--- src/rtl/kv_cache_pkg.sv ---
// rtl/kv_cache_pkg.sv - shared op/status/state types for the key-value cache engine
package kv_cache_pkg;

    localparam logic [1:0] FSM_IDLE   = 2'd0;
    localparam logic [1:0] FSM_LOOKUP = 2'd1;
    localparam logic [1:0] FSM_EXEC   = 2'd2;
    localparam logic [1:0] FSM_RESP   = 2'd3;

    typedef enum logic [1:0] {
        OP_GET   = 2'd0,
        OP_PUT   = 2'd1,
        OP_DEL   = 2'd2,
        OP_FLUSH = 2'd3
    } kv_op_t;

    typedef enum logic [1:0] {
        ST_OK      = 2'd0,
        ST_MISS    = 2'd1,
        ST_FULL    = 2'd2,
        ST_EVICTED = 2'd3
    } kv_status_t;

    typedef enum logic [1:0] {
        S_IDLE   = FSM_IDLE,
        S_LOOKUP = FSM_LOOKUP,
        S_EXEC   = FSM_EXEC,
        S_RESP   = FSM_RESP
    } kv_state_t;

endpackage

--- src/rtl/kv_entry_store.sv ---
// rtl/kv_entry_store.sv - fully associative key/value table with parallel match and free-slot search
// Ports:
//   clk, rst                      clock, asynchronous active-high reset (clears valid bits only)
//   lookup_key -> hit, hit_idx    parallel compare against all valid entries (match is one-hot)
//   free_idx, full                lowest invalid slot, all slots valid
//   rd_idx -> rd_key, rd_value    combinational read port
//   wr_en/wr_idx/wr_key/wr_value  write an entry and mark it valid
//   clr_en/clr_idx                invalidate one entry
//   flush                         invalidate every entry
module kv_entry_store #(
    parameter int NUM_ENTRIES = 16,
    parameter int KEY_WIDTH   = 16,
    parameter int VALUE_WIDTH = 64,
    localparam int IDX_W      = $clog2(NUM_ENTRIES)
) (
    input  logic                   clk,
    input  logic                   rst,
    input  logic [KEY_WIDTH-1:0]   lookup_key,
    output logic                   hit,
    output logic [IDX_W-1:0]       hit_idx,
    output logic [IDX_W-1:0]       free_idx,
    output logic                   full,
    input  logic [IDX_W-1:0]       rd_idx,
    output logic [KEY_WIDTH-1:0]   rd_key,
    output logic [VALUE_WIDTH-1:0] rd_value,
    input  logic                   wr_en,
    input  logic [IDX_W-1:0]       wr_idx,
    input  logic [KEY_WIDTH-1:0]   wr_key,
    input  logic [VALUE_WIDTH-1:0] wr_value,
    input  logic                   clr_en,
    input  logic [IDX_W-1:0]       clr_idx,
    input  logic                   flush
);

    logic [KEY_WIDTH-1:0]   keys   [NUM_ENTRIES];
    logic [VALUE_WIDTH-1:0] values [NUM_ENTRIES];
    logic [NUM_ENTRIES-1:0] valid;
    logic [NUM_ENTRIES-1:0] match;

    always_ff @(posedge clk or posedge rst) begin
        if (rst) begin
            valid <= '0;
        end else if (flush) begin
            valid <= '0;
        end else begin
            if (wr_en)  valid[wr_idx]  <= 1'b1;
            if (clr_en) valid[clr_idx] <= 1'b0;
        end
    end

    // Key/value storage carries no reset; only the valid bits qualify it.
    always_ff @(posedge clk) begin
        if (wr_en) begin
            keys[wr_idx]   <= wr_key;
            values[wr_idx] <= wr_value;
        end
    end

    always_comb begin
        match    = '0;
        hit_idx  = '0;
        free_idx = '0;
        // Match is one-hot by construction, so OR-ing indices is an exact encoder.
        for (int i = 0; i < NUM_ENTRIES; i++) begin
            match[i] = valid[i] && (keys[i] == lookup_key);
            if (match[i]) hit_idx = hit_idx | IDX_W'(i);
        end
        // Descending scan leaves the lowest free index as the last assignment.
        for (int i = NUM_ENTRIES - 1; i >= 0; i--) begin
            if (!valid[i]) free_idx = IDX_W'(i);
        end
    end

    assign hit      = |match;
    assign full     = &valid;
    assign rd_key   = keys[rd_idx];
    assign rd_value = values[rd_idx];

endmodule

--- src/rtl/kv_cache_engine.sv ---
// rtl/kv_cache_engine.sv - GET/PUT/DEL/FLUSH key-value cache engine with valid/ready handshakes
// Ports:
//   clk, rst                        clock, asynchronous active-high reset
//   req_valid_i/req_ready_o         request handshake (ready only in IDLE)
//   req_op_i, req_key_i, req_value_i  op (GET=0 PUT=1 DEL=2 FLUSH=3), key, PUT data
//   resp_valid_o/resp_ready_i       response handshake, response held until taken
//   resp_status_o                   OK=0 MISS=1 FULL=2 EVICTED=3
//   resp_value_o                    GET hit data, else 0
//   resp_evict_key_o                displaced key on EVICTED, else 0
//   used_count_o                    number of valid entries
// Build option: KV_LRU_EVICT_EN enables per-entry ages and LRU replacement on a full-table PUT miss.
module kv_cache_engine
    import kv_cache_pkg::*;
#(
    parameter int NUM_ENTRIES  = 16,
    parameter int KEY_WIDTH    = 16,
    parameter int VALUE_WIDTH  = 64,
    localparam int IDX_W       = $clog2(NUM_ENTRIES)
) (
    input  logic                   clk,
    input  logic                   rst,
    input  logic                   req_valid_i,
    output logic                   req_ready_o,
    input  logic [1:0]             req_op_i,
    input  logic [KEY_WIDTH-1:0]   req_key_i,
    input  logic [VALUE_WIDTH-1:0] req_value_i,
    output logic                   resp_valid_o,
    input  logic                   resp_ready_i,
    output logic [1:0]             resp_status_o,
    output logic [VALUE_WIDTH-1:0] resp_value_o,
    output logic [KEY_WIDTH-1:0]   resp_evict_key_o,
    output logic [IDX_W:0]         used_count_o
);

    kv_state_t state, state_nxt;

    kv_op_t                 op_q;
    logic [KEY_WIDTH-1:0]   key_q;
    logic [VALUE_WIDTH-1:0] value_q;
    logic                   hit_q, full_q;
    logic [IDX_W-1:0]       hit_idx_q, free_idx_q;

    logic                   st_hit, st_full;
    logic [IDX_W-1:0]       st_hit_idx, st_free_idx;
    logic [KEY_WIDTH-1:0]   rd_key;
    logic [VALUE_WIDTH-1:0] rd_value;

    logic                   exec;
    logic                   do_write, do_insert, do_evict, do_clear, do_flush;
    logic [IDX_W-1:0]       wr_idx, victim_idx, rd_idx;
    kv_status_t             status_nxt;

    kv_entry_store #(
        .NUM_ENTRIES (NUM_ENTRIES),
        .KEY_WIDTH   (KEY_WIDTH),
        .VALUE_WIDTH (VALUE_WIDTH)
    ) u_store (
        .clk        (clk),
        .rst        (rst),
        .lookup_key (key_q),
        .hit        (st_hit),
        .hit_idx    (st_hit_idx),
        .free_idx   (st_free_idx),
        .full       (st_full),
        .rd_idx     (rd_idx),
        .rd_key     (rd_key),
        .rd_value   (rd_value),
        .wr_en      (do_write),
        .wr_idx     (wr_idx),
        .wr_key     (key_q),
        .wr_value   (value_q),
        .clr_en     (do_clear),
        .clr_idx    (hit_idx_q),
        .flush      (do_flush)
    );

    always_ff @(posedge clk or posedge rst) begin
        if (rst) state <= S_IDLE;
        else     state <= state_nxt;
    end

    always_comb begin
        state_nxt = state;
        case (state)
            S_IDLE:   if (req_valid_i) state_nxt = S_LOOKUP;
            S_LOOKUP: state_nxt = S_EXEC;
            S_EXEC:   state_nxt = S_RESP;
            S_RESP:   if (resp_ready_i) state_nxt = S_IDLE;
            default:  state_nxt = S_IDLE;
        endcase
    end

    // Reset forces ready low so every output reads 0 while rst is held.
    assign req_ready_o  = (state == S_IDLE) && !rst;
    assign resp_valid_o = (state == S_RESP);
    assign exec         = (state == S_EXEC);

    always_ff @(posedge clk or posedge rst) begin
        if (rst) begin
            op_q       <= OP_GET;
            key_q      <= '0;
            value_q    <= '0;
            hit_q      <= 1'b0;
            full_q     <= 1'b0;
            hit_idx_q  <= '0;
            free_idx_q <= '0;
        end else begin
            if (state == S_IDLE && req_valid_i) begin
                op_q    <= kv_op_t'(req_op_i);
                key_q   <= req_key_i;
                value_q <= req_value_i;
            end
            if (state == S_LOOKUP) begin
                hit_q      <= st_hit;
                full_q     <= st_full;
                hit_idx_q  <= st_hit_idx;
                free_idx_q <= st_free_idx;
            end
        end
    end

    // Table-update strobes are qualified by EXEC; status is only consumed there.
    always_comb begin
        do_write   = 1'b0;
        do_insert  = 1'b0;
        do_evict   = 1'b0;
        do_clear   = 1'b0;
        do_flush   = 1'b0;
        wr_idx     = hit_idx_q;
        status_nxt = ST_OK;
        case (op_q)
            OP_GET: if (!hit_q) status_nxt = ST_MISS;
            OP_PUT: begin
                if (hit_q) begin
                    do_write = exec;
                end else if (!full_q) begin
                    do_write  = exec;
                    do_insert = exec;
                    wr_idx    = free_idx_q;
                end else begin
`ifdef KV_LRU_EVICT_EN
                    do_write   = exec;
                    do_evict   = exec;
                    wr_idx     = victim_idx;
                    status_nxt = ST_EVICTED;
`else
                    status_nxt = ST_FULL;
`endif
                end
            end
            OP_DEL: begin
                if (hit_q) do_clear = exec;
                else       status_nxt = ST_MISS;
            end
            OP_FLUSH: do_flush = exec;
            default:  status_nxt = ST_OK;
        endcase
    end

    // The read port serves the GET hit value, or the victim key when replacing.
    assign rd_idx = do_evict ? victim_idx : hit_idx_q;

    always_ff @(posedge clk or posedge rst) begin
        if (rst) begin
            resp_status_o    <= '0;
            resp_value_o     <= '0;
            resp_evict_key_o <= '0;
        end else if (exec) begin
            resp_status_o    <= status_nxt;
            resp_value_o     <= (op_q == OP_GET && hit_q) ? rd_value : '0;
            resp_evict_key_o <= do_evict ? rd_key : '0;
        end
    end

    // Eviction swaps one entry for another, so it leaves the count alone.
    always_ff @(posedge clk or posedge rst) begin
        if (rst)            used_count_o <= '0;
        else if (do_flush)  used_count_o <= '0;
        else if (do_insert) used_count_o <= used_count_o + (IDX_W + 1)'(1);
        else if (do_clear)  used_count_o <= used_count_o - (IDX_W + 1)'(1);
    end

`ifdef KV_LRU_EVICT_EN
    logic [IDX_W-1:0] age [NUM_ENTRIES];
    logic             touch;
    logic [IDX_W:0]   old_age;

    // Oldest entry wins; strict compare keeps the lowest index on a tie.
    always_comb begin
        victim_idx = '0;
        for (int i = 1; i < NUM_ENTRIES; i++) begin
            if (age[i] > age[victim_idx]) victim_idx = IDX_W'(i);
        end
    end

    assign touch = do_write || (exec && op_q == OP_GET && hit_q);
    // A fresh insert has no previous age: treat it as older than everything so all entries age.
    assign old_age = do_insert ? {1'b1, {IDX_W{1'b0}}} : {1'b0, age[wr_idx]};

    always_ff @(posedge clk or posedge rst) begin
        if (rst) begin
            for (int i = 0; i < NUM_ENTRIES; i++) age[i] <= '0;
        end else if (do_flush) begin
            for (int i = 0; i < NUM_ENTRIES; i++) age[i] <= '0;
        end else if (do_clear) begin
            age[hit_idx_q] <= '0;
        end else if (touch) begin
            for (int i = 0; i < NUM_ENTRIES; i++) begin
                if (IDX_W'(i) == wr_idx)
                    age[i] <= '0;
                else if ({1'b0, age[i]} < old_age && age[i] != '1)
                    age[i] <= age[i] + IDX_W'(1);
            end
        end
    end
`else
    assign victim_idx = '0;
`endif

endmodule

--- config.mk ---
export PLATFORM = sky130hd
export DESIGN_NAME = kv_cache_engine
export DESIGN_NICKNAME = d
export VERILOG_FILES = /design/src/rtl/kv_cache_pkg.sv /design/src/rtl/kv_entry_store.sv /design/src/rtl/kv_cache_engine.sv
export SDC_FILE = /design/constraint.sdc
export NUM_CORES = 2
export LEC_CHECK = 0
export BUFFER_PORTS_ARGS = -buffer_cell sky130_fd_sc_hd__buf_2
export CAP_MARGIN = 20
export CORE_MARGIN = 2
export CORE_UTILIZATION = 39
export DETAILED_ROUTE_END_ITERATION = 16
export PLACE_DENSITY = 0.53
export SETUP_SLACK_MARGIN = 0.1
export SYNTH_ARGS = -nofsm -noshare
export SYNTH_HDL_FRONTEND = slang
export SYNTH_SLANG_ARGS = --single-unit
--- constraint.sdc ---
create_clock -name clk -period 9.19 [get_ports clk]
set_input_delay 0.919 -clock clk [delete_from_list [all_inputs] [get_ports clk]]
set_output_delay 0.919 -clock clk [all_outputs]
set_load 0.01 [all_outputs]
=== Word-level counts from Yosys, hierarchy flattened ===
Memory sizes are Yosys's and may differ from the RTL's.
Cells that the tools add are included.

* RAM bits: 1280
* Memories kept: 2
* Input bits: 86
* Bits in registers: 181
* Output and inout bits: 89
* Word-level logic and storage cells: 139

{| class="wikitable"
|+ Memories
! memory !! depth !! width !! read ports !! clocked after memory_dff !! write ports !! line !! source
|-
| u_store.values || 16 || 64 || 1 || 0 || 1 || kv_entry_store.sv:36 || <nowiki>logic [VALUE_WIDTH-1:0] values [NUM_ENTRIES];</nowiki>
|-
| u_store.keys || 16 || 16 || 16 || 0 || 1 || kv_entry_store.sv:35 || <nowiki>logic [KEY_WIDTH-1:0] keys [NUM_ENTRIES];</nowiki>
|}

* Multiplexer cells: 63
* Add/sub/neg operators: 2
* Bitwise logic cells: 3
* Equality and inequality tests: 24
* Magnitude comparators: 4
* Reductions and logical operators: 29

{| class="wikitable"
|+ Operator list
! kind !! number
|-
| $eq A16 B16 Y1 || 16
|-
| $mux W4 || 27
|-
| $mux W16 || 4
|-
| $mux W64 || 1
|-
| $logic_and A1 B1 Y1 || 21
|-
| $and A16 B16 Y16 || 1
|-
| $not A16 Y16 || 1
|-
| $or A16 B16 Y16 || 1
|-
| $reduce_and A16 Y1 || 1
|-
| $reduce_or A16 Y1 || 1
|-
| $mux W5 || 3
|-
| $mux W1 || 14
|-
| $mux W2 || 6
|-
| $mux W3 || 4
|-
| $lt A4 B5 Y1 const B || 2
|-
| $demux W1 S4 || 2
|-
| $eq A2 B2 Y1 const B || 4
|-
| $ge A4 B1 Y1 const B || 2
|-
| $pmux W2 S4 || 1
|-
| $add A5 B1 Y5 const B || 1
|-
| $sub A5 B1 Y5 const B || 1
|-
| $eq A2 B1 Y1 const B || 2
|-
| $logic_not A2 Y1 || 2
|-
| $pmux W2 S2 || 1
|-
| 6 further kinds || 6
|}

=== Depth between registers and ports, before layout ===
An unclocked memory read counts as a cell.

* Depth after elaboration: 18
* Mapped depth: 10
* Gate-level depth less buffers: 9

=== Hierarchy ===
A second synthesis with hierarchy kept.

* Cell total of the unflattened synthesis: 2839
* Area total of the unflattened synthesis: 58700.0 um^2

{| class="wikitable"
|+ Modules (own cells, without submodules)
! module !! instances !! sequential area each (um^2) !! area an instance (um^2) !! cells an instance
|-
| kv_entry_store || 1 || 38837.2 || 51974.8 || 2285
|-
| kv_cache_engine || 1 || 4129.0 || 6725.2 || 554
|}

=== Least setup slack after synthesis ===
Ideal clock, no wire load.

* Path kind: register to register
* From: reg op_q[1]
* To: reg u_store.valid[8]
* Clock period less this slack: 5.420 ns
* Setup time: 0.080 ns
* Path buffers: 0
* Arrival time: 5.340 ns
* Stages on the path, launching flop included: 7
* Setup slack: 3.770 ns
* Data required time: 9.110 ns
* Cells stage by stage: dfrtp_1 > and2b_1 > nor3b_4 > nor3b_1 > o21ai_0 > nor2_1 > o221a_2

* Cells in the longest elaborated chain, start to end: 12
* Elaborated cells on any way between the ends: 18
* Those cells by class: 2 x order compare; 3 x eq/ne; 10 x mux; 2 x bitwise; 1 x reduce/logical

{| class="wikitable"
|+ RTL lines
! item !! line !! source
|-
| start: declaration || kv_cache_engine.sv:37 || <nowiki>kv_op_t op_q;</nowiki>
|-
| start signal: assignment || kv_cache_engine.sv:109 || <nowiki>op_q <= kv_op_t'(req_op_i);</nowiki>
|-
| $eq A2 B1 Y1 || kv_cache_engine.sv:131 || <nowiki>case (op_q)</nowiki>
|-
| $mux W4 || kv_cache_engine.sv:131 ||
|-
| $lt A4 B5 Y1 (not written as such) or $ge A4 B1 Y1 (tied branches) || kv_entry_store.sv:46 || <nowiki>if (wr_en) valid[wr_idx] <= 1'b1;</nowiki>
|-
| $logic_and A1 B1 Y1 (not written as such) || kv_entry_store.sv:46 ||
|-
| $mux W1 (not written as such) || kv_entry_store.sv:46 ||
|-
| $demux W1 S4 || n/a ||
|-
| $or A16 B16 Y16 (no source line) || n/a ||
|-
| $mux W16 || kv_entry_store.sv:46 ||
|-
| $mux W16 || kv_entry_store.sv:43 || <nowiki>end else if (flush) begin</nowiki>
|-
| $and A16 B16 Y16 (no source line) || n/a ||
|-
| $mux W16 || kv_entry_store.sv:47 || <nowiki>if (clr_en) valid[clr_idx] <= 1'b0;</nowiki>
|-
| $mux W16 * || kv_entry_store.sv:43 ||
|-
| end signal: assignment || kv_entry_store.sv:42 || <nowiki>valid <= '0;</nowiki>
|-
| end signal: assignment || kv_entry_store.sv:44 || <nowiki>valid <= '0;</nowiki>
|-
| end signal: indexed assignment || kv_entry_store.sv:47 ||
|-
| end: declaration || kv_entry_store.sv:37 || <nowiki>logic [NUM_ENTRIES-1:0] valid;</nowiki>
|}

Every way passes the cells marked *; elsewhere a longest branch is shown, timed or not. The select of a mux whose other input is x is not followed.
A chain may end at the register's enable or synchronous reset.

=== Worst setup path after layout ===
* From: reg hit_idx_q[0]
* To: reg resp_value_o[26]

* Cells in the longest elaborated chain, start to end: 2

{| class="wikitable"
|+ RTL lines
! item !! line !! source
|-
| start: declaration || kv_cache_engine.sv:41 || <nowiki>logic [IDX_W-1:0] hit_idx_q, free_idx_q;</nowiki>
|-
| start signal: assignment || kv_cache_engine.sv:116 || <nowiki>hit_idx_q <= st_hit_idx;</nowiki>
|-
| $mem_v2 Z16 W64 || n/a ||
|-
| $mux W64 || kv_cache_engine.sv:170 || <nowiki>resp_value_o <= (op_q == OP_GET && hit_q) ? rd_value : '0;</nowiki>
|-
| end signal: assignment || kv_cache_engine.sv:170 ||
|-
| end: declaration || kv_cache_engine.sv:30 || <nowiki>output logic [VALUE_WIDTH-1:0] resp_value_o,</nowiki>
|}

Every way passes these cells.

==> reports/qor.txt <==
STATUS
-----------------------------------------------------------------------------------------------------
Outcome ................................................................................ finished clean

ROUTING
-----------------------------------------------------------------------------------------------------
Avg WL per Cell ........................................................................ 27.3 microns
Count of nets left with antenna violations after detail routing ........................            0
Aggregate routed wire length ........................................................... 137000 microns
Detailed Routing Iterations Pass 1 .....................................................            8
Count of routing violations after the opening detailed-route iteration .................         2542
Total via count in the routed design ...................................................        27000
Avg Vias per Cell ......................................................................         5.37
DRC viols ..............................................................................            0

CRITICAL PATH
-----------------------------------------------------------------------------------------------------
Crit-path slowest cell ................................................................. sky130_fd_sc_hd__dfrtp_4
Crit Path Max Fanout ...................................................................          114
Arrival time at the worst endpoint .....................................................      5.28 ns
Critical Path End Type .................................................................         flop
Crit Path Category .....................................................................   reg -> reg
Cell mode on critical path ............................................................. sky130_fd_sc_hd__buf_4
Cells traversed along the worst timing path ............................................ buf_4 > buf_4 > buf_12 > mux4_1 > mux4_2 > inv_1 > o22ai_1
Worst setup SP type ....................................................................         flop
Required time at the endpoint of the critical path .....................................      9.81 ns
Slowest Stage Delay on Critical Path ...................................................      0.93 ns

FLOORPLANNING
-----------------------------------------------------------------------------------------------------
Die X ..................................................................................  386 microns
Number of primary I/O pins .............................................................          175
Area of the placeable core .............................................................  0.145 sq mm
Count of standard-cell rows ............................................................          140
Starting density of the core ...........................................................        0.391
Die Footprint ..........................................................................  0.149 sq mm
Die boundary height ....................................................................  386 microns

GRT
-----------------------------------------------------------------------------------------------------
Vias in the first global route .........................................................        28600
Global-route usage over all layers .....................................................        0.187
Global route overflow ..................................................................            0
Maximum number of pins on one net before global-route repair ...........................          170
Wire length of the first global-routing pass ........................................... 199000 microns
Antenna violations before repair .......................................................            4

STA
-----------------------------------------------------------------------------------------------------
Final count of pins violating max slew .................................................            0
Relative slew margins ..................................................................        0.222
Final min period .......................................................................      4.67 ns
Actual slew at the worst max-slew pin ..................................................      1.17 ns
Total Neg Setup Slack ..................................................................         0 ns
Final setup fails ......................................................................            0
Clock skew after layout ................................................................    0.0235 ns
Count of final hold-check violations ...................................................            0
Setup repair after global routing missed its margin ....................................        false
Fraction of the cycle the final worst path needs .......................................        0.508
FMAX ...................................................................................      214 MHz

SYNTHESIS
-----------------------------------------------------------------------------------------------------
Async set-reset flop share out of synthesis ............................................        0.124
Sequential fraction of the synthesis area ..............................................        0.756
Most repeated cell in the gate-level netlist after synthesis ........................... sky130_fd_sc_hd__edfxtp_1
Cells taking the most area after synthesis ............................................. sky130_fd_sc_hd__edfxtp_1 (68%), sky130_fd_sc_hd__mux4_2 (12%), sky130_fd_sc_hd__dfrtp_1 (8.0%)
Area fraction in and, or, nand and nor cells after synthesis ...........................       0.0163
Total standard cell area after synthesis ............................................... 0.0568 sq mm
Mean area per synthesized cell .........................................................   20.8 sq um
Register bit count reported by yosys ...................................................         1461
Complex-gate fraction of the synthesized area ..........................................       0.0159
Area fraction of the dominant cell type after synthesis ................................        0.676
Post-synthesis share of cell area spent on full adders, half adders and majority gates .      0.00189
Dominant register cell in the synthesized netlist ...................................... sky130_fd_sc_hd__edfxtp_1
Yosys synthesis warning count ..........................................................            0
Cells after synthesis ..................................................................         2728
Xor and xnor area share after synthesis ................................................       0.0401
Number of synthesized flops with an enable pin .........................................         1280
Largest family of logic cells by synthesized area ...................................... multiplexers
Unique cell type count in the Yosys netlist ............................................           52
Multiplexer area fraction after synthesis ..............................................        0.144
Cell taking the most area after synthesis .............................................. sky130_fd_sc_hd__edfxtp_1
Leading post-synthesis cells by instance count ......................................... sky130_fd_sc_hd__edfxtp_1 (1280), sky130_fd_sc_hd__mux4_2 (310), sky130_fd_sc_hd__xnor2_1 (184)

CTS
-----------------------------------------------------------------------------------------------------
Sinks on Clock Net .....................................................................         1461
TritonCTS clock tree ...................................................................         done
Clock Pin Slew Worst Setup and Hold Paths ..............................................      0.06 ns
Number of CTS-inserted buffers .........................................................          153
Root Buffer ............................................................................ sky130_fd_sc_hd__clkbuf_16
Clock tree buffer depth ................................................................            3
Number of buffers added to fix hold violations after cts ...............................            0
Gates resized, CTS repair ..............................................................            0
Maximum level of the CTS H-tree ........................................................            4
Post-CTS setup buffer count ............................................................            0
Insertion delay to the later sink of the worst-skew pair ...............................      0.78 ns

PLACE
-----------------------------------------------------------------------------------------------------
HPWL Detailed .......................................................................... 73000 microns
Routability cong. ......................................................................        0.770
Port Buf Inserts .......................................................................          158

FINISH
-----------------------------------------------------------------------------------------------------
Net count reported at finish ...........................................................         3070
Number of antenna diodes ...............................................................            0
Fraction of final layout cells sized beyond drive strength 1 ...........................        0.283
Area delta synth->final ................................................................        14.4%

POWER
-----------------------------------------------------------------------------------------------------
Power consumption ......................................................................      20.1 mW
VDD IR max .............................................................................     0.274 mV
Areal power density over the cells .....................................................  309 mW/mm^2
Leakage power ..........................................................................      21.5 nW

JOB
-----------------------------------------------------------------------------------------------------
Maxcap violations ......................................................................            0

WORST HOLD PATH
-----------------------------------------------------------------------------------------------------
Path class of the lowest-slack min-delay path ..........................................  in -> async

-- cell families (layout without fill, tap and decap cells) --
logic type | count (synthesis) | after routing
mux | 405 | 405
buf+inv | 290 | 652
simple gates | 174 | 174
xor+xnor | 260 | 260
other cells | 1 | 16
fa+ha+maj | 8 | 8
flops | 1461 | 1461
compound gates | 129 | 129
-- where the power goes --
part           switching, mW  internal (mW)
Sequential              1.11           8.54
Clock                   2.57           3.53
Combinational           2.24           2.10
-- routing by layer --
| metal | GRT usage | wire [microns] |
|---|---|---|
| met5 | 0 | 21 |
| met4 | 0.0530 | 3180 |
| met3 | 0.0390 | 7770 |
| met2 | 0.295 | 65100 |
| met1 | 0.262 | 61100 |
-- area by class of cell --
type,instances,area [sq um]
fill,12200,80200
sequential,1461,43000
multi-input combinational,992,12600
clock buffer,207,4190
tap,1917,2400
timing repair buffer,225,1460
clock inverter,77,781
inverter,143,549
-- layout by cell type, fill, tap and decap left out, types with 5 or more instances in the layout --
master / n
sky130_fd_sc_hd__edfxtp_1: 1280
sky130_fd_sc_hd__mux4_2: 310
sky130_fd_sc_hd__xnor2_1: 184
sky130_fd_sc_hd__dfrtp_1: 178
sky130_fd_sc_hd__clkbuf_16: 158
sky130_fd_sc_hd__buf_2: 158
sky130_fd_sc_hd__inv_1: 141
sky130_fd_sc_hd__mux2_2: 83
sky130_fd_sc_hd__xor2_1: 76
sky130_fd_sc_hd__o22ai_1: 66
sky130_fd_sc_hd__buf_4: 57
sky130_fd_sc_hd__clkbuf_1: 44
sky130_fd_sc_hd__nand4_1: 40
sky130_fd_sc_hd__clkinv_2: 30
sky130_fd_sc_hd__nand2_1: 27
sky130_fd_sc_hd__nor4_1: 27
sky130_fd_sc_hd__clkinv_1: 22
sky130_fd_sc_hd__nand3_1: 20
sky130_fd_sc_hd__nor2_1: 17
sky130_fd_sc_hd__o21ai_0: 16
sky130_fd_sc_hd__nor2_4: 16
sky130_fd_sc_hd__conb_1: 16
sky130_fd_sc_hd__o221a_2: 15
sky130_fd_sc_hd__bufinv_16: 11
sky130_fd_sc_hd__mux4_1: 10
sky130_fd_sc_hd__a31oi_1: 8
sky130_fd_sc_hd__nor3_1: 6
sky130_fd_sc_hd__ha_1: 6
sky130_fd_sc_hd__buf_16: 6
sky130_fd_sc_hd__and3_1: 5
sky130_fd_sc_hd__a21oi_1: 5
sky130_fd_sc_hd__clkbuf_8: 5
-- path summary, 6_finish.rpt --
kind	slack, ns	cells after the start	endpoint	from
max	4.52	7	resp_value_o[26]	hit_idx_q[0]
min	0.19	2	resp_value_o[13]	rst
max reg2reg	4.52	7	resp_value_o[26]	hit_idx_q[0]
min reg2reg	0.49	0	u_store.keys[15][12]	key_q[12]
max in group asynchronous	7.64	3	hit_idx_q[3]	rst
min in group clk	0.36	2	value_q[38]	req_value_i[38]
-- critical path, delay by kind of cell, from the launching register on --
| kind | cells | cell delay (ns) |
|---|---|---|
| DFF | 1 | 0.93 |
| buffers and inverters | 4 | 2.22 |
| AOI/OAI and AO/OA | 1 | 0.06 |
| muxes | 2 | 1.13 |
-- registers in the layout, summed over array words and instances (netlist names) --
signal and flops:
full_q 1, resp_status_o 2, free_idx_q 4, u_store.values 1024, u_store.keys 256, hit_q 1
value_q 64, u_store.valid 16, key_q 16, op_q 2, used_count_o 5, resp_value_o 64
state 2, hit_idx_q 4
-- metrics by stage --
step,util,instance area (sq um),cells,setup WS [ns],hold slack (ns)
2_1_floorplan,-,56900,2743,3.36,0.482
3_3_place_gp,0.412,59800,4729,4.40,0.460
6_report,0.447,65000,5022,4.52,0.192
4_1_cts,0.447,64900,5019,4.36,0.158
5_1_grt,0.447,65000,5022,4.06,0.190
3_5_place_dp,0.413,59900,4735,4.37,0.470
Note: power is estimated with default switching activity, not from simulation.
